File: config.mk
export PLATFORM = sky130hd
export DESIGN_NAME = regfile_sequencer
export DESIGN_NICKNAME = d
export VERILOG_FILES = /design/src/rtl/regfile_ops_pkg.sv /design/src/rtl/regfile_sequencer.sv
export SDC_FILE = /design/constraint.sdc
export NUM_CORES = 1
export LEC_CHECK = 0
export CELL_PAD_IN_SITES_DETAIL_PLACEMENT = 0
export CELL_PAD_IN_SITES_GLOBAL_PLACEMENT = 1
export CORE_UTILIZATION = 34
export CTS_BUF_LIST = sky130_fd_sc_hd__clkbuf_2 sky130_fd_sc_hd__clkbuf_4 sky130_fd_sc_hd__clkbuf_8
export DETAILED_ROUTE_END_ITERATION = 7
export GPL_TIMING_DRIVEN = 0
export PLACE_DENSITY = 0.94
export SYNTH_ARGS = -nofsm -noshare
export SYNTH_HDL_FRONTEND = slang
export SYNTH_SLANG_ARGS = --single-unit
File: constraint.sdc
create_clock -name clk -period 3 [get_ports clk]
set_clock_uncertainty 0.05 [all_clocks]
set_input_delay 0.75 -clock clk [delete_from_list [all_inputs] [get_ports clk]]
set_output_delay 0.75 -clock clk [all_outputs]
set_load 0.02 [all_outputs]
File: src/rtl/regfile_ops_pkg.sv
// -----------------------------------------------------------------------------
// regfile_ops_pkg
// Shared definitions for the register-file op bus: opcode constants, request
// kind encodings, default widths and the sequencer FSM state type.
// Imported by regfile_sequencer and by the register file itself.
// -----------------------------------------------------------------------------
package regfile_ops_pkg;

    localparam int unsigned DEF_DATA_WIDTH = 16;
    localparam int unsigned DEF_ADDR_WIDTH = 4;
    localparam int unsigned OP_WIDTH       = 16;

    localparam logic [OP_WIDTH-1:0] OP_NOP     = 16'h0000;
    localparam logic [OP_WIDTH-1:0] OP_WRITE   = 16'h2100;
    localparam logic [OP_WIDTH-1:0] OP_READ    = 16'h2200;
    localparam logic [3:0]          OP_ALU_NIB = 4'b0001;

    typedef enum logic [1:0] {
        KIND_WRITE   = 2'b00,
        KIND_READ    = 2'b01,
        KIND_ALU     = 2'b10,
        KIND_ILLEGAL = 2'b11
    } req_kind_e;

    typedef enum logic [1:0] {
        IDLE,
        ISSUE,
        VERIFY,
        RESP
    } seq_state_e;

    // ALU opcode: fixed top nibble, function nibble, zero low byte.
    function automatic logic [OP_WIDTH-1:0] alu_op(input logic [3:0] fn);
        return {OP_ALU_NIB, fn, 8'h00};
    endfunction

endpackage

File: src/rtl/regfile_sequencer.sv
// -----------------------------------------------------------------------------
// regfile_sequencer
// Initiator side of the register-file op interface. Accepts one WRITE, READ or
// ALU command at a time on a valid/ready request channel, drives the op bus
// for exactly one cycle, captures the read result and returns a response on a
// valid/ready response channel. All outputs are registered.
//
// Ports:
//   clk, reset                 clock (rising edge), async active-high reset
//   req_valid/req_ready        request handshake
//   req_kind/req_fn            command kind (00 WR, 01 RD, 10 ALU, 11 illegal)
//                              and ALU function nibble
//   req_addr_1/2/3, req_data   command operands
//   op, addr_1/2/3, write_data op bus to the register file
//   read_data_reg              combinational single-read result from the file
//   rsp_valid/rsp_ready        response handshake
//   rsp_data, rsp_err          response payload
//
// Build option: REGSEQ_READBACK_EN adds a VERIFY read after every WRITE and
// returns the read-back value, flagging rsp_err on mismatch.
// -----------------------------------------------------------------------------
module regfile_sequencer
    import regfile_ops_pkg::*;
#(
    parameter int unsigned DATA_WIDTH = DEF_DATA_WIDTH,
    parameter int unsigned ADDR_WIDTH = DEF_ADDR_WIDTH
) (
    input  logic                  clk,
    input  logic                  reset,
    input  logic                  req_valid,
    output logic                  req_ready,
    input  logic [1:0]            req_kind,
    input  logic [3:0]            req_fn,
    input  logic [ADDR_WIDTH-1:0] req_addr_1,
    input  logic [ADDR_WIDTH-1:0] req_addr_2,
    input  logic [ADDR_WIDTH-1:0] req_addr_3,
    input  logic [DATA_WIDTH-1:0] req_data,
    output logic [OP_WIDTH-1:0]   op,
    output logic [ADDR_WIDTH-1:0] addr_1,
    output logic [ADDR_WIDTH-1:0] addr_2,
    output logic [ADDR_WIDTH-1:0] addr_3,
    output logic [DATA_WIDTH-1:0] write_data,
    input  logic [DATA_WIDTH-1:0] read_data_reg,
    output logic                  rsp_valid,
    input  logic                  rsp_ready,
    output logic [DATA_WIDTH-1:0] rsp_data,
    output logic                  rsp_err
);

    seq_state_e            state_q, state_d;
    req_kind_e             kind_q, kind_d;
    logic                  req_ready_q, req_ready_d;
    logic [OP_WIDTH-1:0]   op_q, op_d;
    logic [ADDR_WIDTH-1:0] addr_1_q, addr_1_d;
    logic [ADDR_WIDTH-1:0] addr_2_q, addr_2_d;
    logic [ADDR_WIDTH-1:0] addr_3_q, addr_3_d;
    logic [DATA_WIDTH-1:0] write_data_q, write_data_d;
    logic                  rsp_valid_q, rsp_valid_d;
    logic [DATA_WIDTH-1:0] rsp_data_q, rsp_data_d;
    logic                  rsp_err_q, rsp_err_d;
`ifdef REGSEQ_READBACK_EN
    logic [DATA_WIDTH-1:0] data_q, data_d;
`endif

    logic accept;
    assign accept = req_valid && req_ready_q;

    // State and datapath registers
    always_ff @(posedge clk or posedge reset) begin
        if (reset) begin
            state_q      <= IDLE;
            kind_q       <= KIND_WRITE;
            req_ready_q  <= 1'b0;
            op_q         <= OP_NOP;
            addr_1_q     <= '0;
            addr_2_q     <= '0;
            addr_3_q     <= '0;
            write_data_q <= '0;
            rsp_valid_q  <= 1'b0;
            rsp_data_q   <= '0;
            rsp_err_q    <= 1'b0;
`ifdef REGSEQ_READBACK_EN
            data_q       <= '0;
`endif
        end else begin
            state_q      <= state_d;
            kind_q       <= kind_d;
            req_ready_q  <= req_ready_d;
            op_q         <= op_d;
            addr_1_q     <= addr_1_d;
            addr_2_q     <= addr_2_d;
            addr_3_q     <= addr_3_d;
            write_data_q <= write_data_d;
            rsp_valid_q  <= rsp_valid_d;
            rsp_data_q   <= rsp_data_d;
            rsp_err_q    <= rsp_err_d;
`ifdef REGSEQ_READBACK_EN
            data_q       <= data_d;
`endif
        end
    end

    // Next-state logic
    always_comb begin
        state_d = state_q;
        unique case (state_q)
            IDLE:   if (accept) state_d = ISSUE;
            ISSUE: begin
                state_d = RESP;
`ifdef REGSEQ_READBACK_EN
                if (kind_q == KIND_WRITE) state_d = VERIFY;
`endif
            end
            VERIFY: state_d = RESP;
            RESP:   if (rsp_ready) state_d = IDLE;
            default: state_d = IDLE;
        endcase
    end

    // Registered-output next values
    always_comb begin
        kind_d       = kind_q;
        req_ready_d  = req_ready_q;
        op_d         = op_q;
        addr_1_d     = addr_1_q;
        addr_2_d     = addr_2_q;
        addr_3_d     = addr_3_q;
        write_data_d = write_data_q;
        rsp_valid_d  = rsp_valid_q;
        rsp_data_d   = rsp_data_q;
        rsp_err_d    = rsp_err_q;
`ifdef REGSEQ_READBACK_EN
        data_d       = data_q;
`endif
        unique case (state_q)
            IDLE: begin
                req_ready_d = 1'b1;
                if (accept) begin
                    req_ready_d  = 1'b0;
                    kind_d       = req_kind_e'(req_kind);
`ifdef REGSEQ_READBACK_EN
                    data_d       = req_data;
`endif
                    op_d         = OP_NOP;
                    addr_1_d     = '0;
                    addr_2_d     = '0;
                    addr_3_d     = req_addr_3;
                    write_data_d = '0;
                    case (req_kind_e'(req_kind))
                        KIND_WRITE: begin
                            op_d         = OP_WRITE;
                            write_data_d = req_data;
                        end
                        KIND_READ:  op_d = OP_READ;
                        KIND_ALU: begin
                            op_d     = alu_op(req_fn);
                            addr_1_d = req_addr_1;
                            addr_2_d = req_addr_2;
                        end
                        // Illegal kind: op bus stays idle, no file side effect.
                        default:    addr_3_d = '0;
                    endcase
                end
            end
            ISSUE: begin
                op_d         = OP_NOP;
                addr_1_d     = '0;
                addr_2_d     = '0;
                addr_3_d     = '0;
                write_data_d = '0;
                rsp_valid_d  = 1'b1;
                rsp_data_d   = '0;
                rsp_err_d    = 1'b0;
                case (kind_q)
                    KIND_READ:    rsp_data_d = read_data_reg;
                    KIND_ILLEGAL: rsp_err_d  = 1'b1;
                    default:      ;
                endcase
`ifdef REGSEQ_READBACK_EN
                // WRITE chains straight into a read of the same register.
                if (kind_q == KIND_WRITE) begin
                    op_d        = OP_READ;
                    addr_3_d    = addr_3_q;
                    rsp_valid_d = 1'b0;
                end
`endif
            end
            VERIFY: begin
                op_d        = OP_NOP;
                addr_3_d    = '0;
                rsp_valid_d = 1'b1;
`ifdef REGSEQ_READBACK_EN
                rsp_data_d  = read_data_reg;
                rsp_err_d   = (read_data_reg != data_q);
`endif
            end
            RESP: begin
                if (rsp_ready) begin
                    rsp_valid_d = 1'b0;
                    rsp_data_d  = '0;
                    rsp_err_d   = 1'b0;
                    req_ready_d = 1'b1;
                end
            end
            default: ;
        endcase
    end

    assign req_ready  = req_ready_q;
    assign op         = op_q;
    assign addr_1     = addr_1_q;
    assign addr_2     = addr_2_q;
    assign addr_3     = addr_3_q;
    assign write_data = write_data_q;
    assign rsp_valid  = rsp_valid_q;
    assign rsp_data   = rsp_data_q;
    assign rsp_err    = rsp_err_q;

endmodule

-- After elaboration in Yosys (flattened, before gate mapping)
Index checks and enable logic that the tools add are counted.
- register bits: 67
- latch bits: 0
- memory bits (writable): 0
- memory bits (read-only): 0
- input port bits: 54
- memories kept: 0
- add/subtract/negate cells: 0
- multipliers: 0
- div/mod/pow operators: 0
- order comparisons: 0
- equality and inequality tests: 9
- shifts and indexed selects: 0
- muxes and demuxes: 28
- bitwise logic cells: 0
- reductions and logical operators: 17
- operators with widths (operator ; number):
    $pmux 16 s2 ; 3
    $mux 16 ; 5
    $pmux 14 s3 ; 1
    $mux 4 ; 6
    $pmux 4 s2 ; 3
    $reduce_and 2->1 ; 7
    $reduce_bool 2->1 ; 5
    $eq 2x2->1 const B ; 4
    $eq 2x1->1 const B ; 3
    $pmux 1 s2 ; 3
    $pmux 2 s3 ; 1
    $logic_not 2->1 ; 2
    $mux 1 ; 4
    $mux 2 ; 2
    $ne 2x2->1 const B ; 2
    $reduce_or 3->1 ; 1
    $reduce_or 2->1 ; 1
    $logic_and 1x1->1 ; 1

-- Longest topological paths before layout
- word-level depth: 5
- gate-level depth with buffers: 7

-- Least setup slack after synthesis
Ideal clock, no wire load.
- kind: input -> register
- start point: in req_kind[0]
- end point: reg write_data_q[10], in the netlist write_data[10]
- library setup time: 79 ps
- data arrival time: 1560 ps
- data required time: 2871 ps
- path slack: 1310 ps
- stages: 5
- buffers on the path: 2
- path through: clkbuf_2 > nor3_2 > buf_2 > nand2_1 > mux2i_1
- word-level cells in the longest chain between the ends: 4
- RTL lines (item ; line ; text):
    from (decl) ; regfile_sequencer.sv:32 ; input logic [1:0] req_kind,
    $logic_not 2->1 ; regfile_sequencer.sv:149 ; case (req_kind_e'(req_kind))
    $mux 16 ; regfile_sequencer.sv:149 ;
    $mux 16 ; regfile_sequencer.sv:138 ; if (accept) begin
    $pmux 16 s2 ; regfile_sequencer.sv:135 ; unique case (state_q)
    to (signal assigned) ; regfile_sequencer.sv:93 ; write_data_q <= write_data_d;
    to (decl) ; regfile_sequencer.sv:57 ; logic [DATA_WIDTH-1:0] write_data_q, write_data_d;
Every way passes these cells. The select of a mux whose other input is x is not followed.
A chain may end at the register's enable or synchronous reset.

-- Worst setup path after layout
- start point: in req_kind[1]
- end point: reg write_data_q[8], in the netlist write_data[8]
The elaborated chain is that of the path after synthesis.

==> flow_summary_export.csv <==
group,metric,value,unit
logic_synthesis,syn_area,2510,um^2
floorplanning,rows,30,
routing,wl_per_cell,13.2,um
logic_synthesis,synth_top_area_cell,"dfrtp_1",
grt,grt_pass1_wl,9350,um
routing,avgViaCountPerCell,4.57,
setup_path,cp.arrival,2350,ps
timing,rsz0062_at_grt,"false",
timing,clock.fmax,462,MHz
logic_synthesis,synth_flop_cell,"dfrtp_1",
layout,antenna_cells,0,
floorplanning,ios,117,
logic_synthesis,avgSynthCellArea,11.8,um^2
setup_path,worstPathMaxFanout,10,
cts,cts_root_buf,"clkbuf_8",
logic_synthesis,yosysTopAreaCellShare,0.568,
logic_synthesis,synth_edf_count,0,
worst_hold_path,hold_path_class,"register to register",
logic_synthesis,yosysSeqAreaShare,0.568,
power,leakage,1.82,nW
logic_synthesis,synth_area_leaders,"dfrtp_1, mux2i_1, a22o_1",
cts,clk_pin_slew_worst_paths,70,ps
placement,post_dp_cell_area,3730,um^2
layout,nets,397,
timing,period_share,0.721,
logic_synthesis,synth_cell_types,31,
cts,clk_latency,320,ps
grt,grt.overflow.total,0,
layout,fin_area,3940,um^2
timing,setup_ws,837,ps
layout,drive_above_1_share,0.125,
setup_path,ff2ff_setup_slack,1150,ps
layout,area_growth,56.8,%
timing,finalCriticalPeriod,2160,ps
setup_path,path_class,"input port to register",
power,powerDensity,954,nW/um^2
placement,port_buffers,105,
timing,final_hold_viol_count,0,
logic_synthesis,yosys_warnings,0,
routing,wl,5820,um
setup_path,critical_path.slowest_cell,"clkdlybuf4s50_1",
routing,dr_total_vias,2009,
setup_path,slowest_delay,560,ps
grt,busiest_layer,"met2",
cts,numCtsBuffers,9,
routing,ant_nets,0,
timing,tightest_slew,552,ps
routing,drt-pass1-iter-count,4,
setup_path,worst_setup_path_end_kind,"register",
floorplanning,initial_core_util,0.361,
placement,dp_hpwl,4290,um
cts,cts_resized,0,
floorplanning,core_area,6940,um^2
cts,cts_tree,"built",
grt,grt_pass1_vias,1989,
logic_synthesis,async_flop_share,1.00,
logic_synthesis,ys_seq_elements,57,
cts,cts.sink_count,57,
grt,grt_max_degree,36,
cts,htreeDepth,3,
cts,cts_setup_buffers,0,
setup_path,worstPathCellList,"clkdlybuf4s50_1, nor3_2, buf_2, nand2_1, mux2i_1",
placement,place_congestion,0.695,
floorplanning,fp.dieH,87.9,um
routing,drc,0,
grt,gr-usage-met1,0.201,
grt,gr-usage-met2,0.252,
cts,postCtsHoldBufs,0,
routing,drtIter0Drc,52,
cts,cts_buffer_depth,2,
floorplanning,die-area,7730,um^2
logic_synthesis,syn_inst,213,
power,max-vdd-ir-drop,0.381,mV
timing,maxSlewHeadroom,0.631,
setup_path,required,3190,ps
floorplanning,die_w,87.9,um
grt,grt_use_met3,0.0500,
placement,post-place-ws,488,ps
timing,finalSetupViolCount,0,
grt,antenna_found_initial,0,
run,cap_violations,0,
status,outcome,"finished, final reports clean",
timing,drv_slew,0,
setup_path,start_kind,"input port",
grt,grt_usage,0.160,
power,finalPower,0.00375,W
## synth_stat cells (3+ instances only)
cell,instances
dfrtp_1,57
buf_4,11
inv_1,28
a21o_1,4
mux2i_1,23
nor2_1,3
a22o_1,22
nand2_1,29
buf_6,4
a32o_1,4
ha_1,4
## layout make-up
class | count | area, um^2
timing repair buffer | 106 | 1070
fill | 592 | 3010
tap | 96 | 120
clock inverter | 5 | 55.1
multi-input combinational | 119 | 870
buffer | 18 | 143
inverter | 28 | 105
sequential | 57 | 1430
clock buffer | 11 | 145
## placed cells by master, fill, tap and decap left out, types with 10 or more instances in the layout
cell	instances
clkdlybuf4s50_1	105
dfrtp_1	57
mux2i_1	23
buf_4	11
nand2_1	29
conb_1	10
a22o_1	22
inv_1	27
clkbuf_8	10
## layer usage
metal  vias to the layer above  wire length (um)
li1                        955                 -
met4                         0                76
met5                         -                 0
met2                        77              2730
met1                       969              2530
met3                         8               477
## cell families after synthesis
| family | Yosys count | synth area share |
|---|---|---|
| muxes | 23 | 0.0917 |
| buffers and inverters | 46 | 0.0987 |
| AOI/OAI and AO/OA | 40 | 0.137 |
| and+or+nand+nor | 42 | 0.0827 |
| adders and majority gates | 4 | 0.0199 |
| DFF | 57 | 0.568 |
| other | 1 | 0.00149 |
## worst max-delay path: cells and delay by family
kind | cells | cell delay (ps)
multiplexers | 1 | 150
AND/OR/NAND/NOR | 2 | 570
buffers and inverters | 2 | 880
## worst paths after layout
kind	from	cells past startpoint	to
min in group asynchronous	reset	2	write_data[4]$_DFFE_PP0P_
max in group asynchronous	reset	3	rsp_data[1]$_DFFE_PP0P_
worst min-delay path	write_data[2]$_DFFE_PP0P_	1	write_data[2]$_DFFE_PP0P_
worst max register to register	state_q[0]$_DFFE_PP0P_	5	write_data[8]$_DFFE_PP0P_
worst max-delay path	req_kind[1]	5	write_data[8]$_DFFE_PP0P_
worst min register to register	write_data[2]$_DFFE_PP0P_	1	write_data[2]$_DFFE_PP0P_
## through the flow
step / setup TNS, ps / hold slack, ps / std cells / utilization
after floorplan: 0 / 410 / 222 / -
after global placement: -14290 / 408 / 423 / 0.535
after detailed placement: 0 / 417 / 424 / 0.538
after CTS: 0 / 442 / 440 / 0.567
after global routing: 0 / 467 / 440 / 0.567
final: 0 / 443 / 440 / 0.567
## flip-flops by register name, summed over array words and instances, names as in the netlist
name	flops
op	6
rsp_data	16
rsp_valid	1
addr_1	4
kind_q	2
state_q	2
rsp_err	1
addr_2	4
write_data	16
req_ready	1
addr_3	4
## report_power, final
group	switching (W)	internal, W
combinational	0.000949	0.000886
clock	0.000297	0.000412
sequential	0.000162	0.00105
No activity file was read; power rests on OpenSTA's default activity.
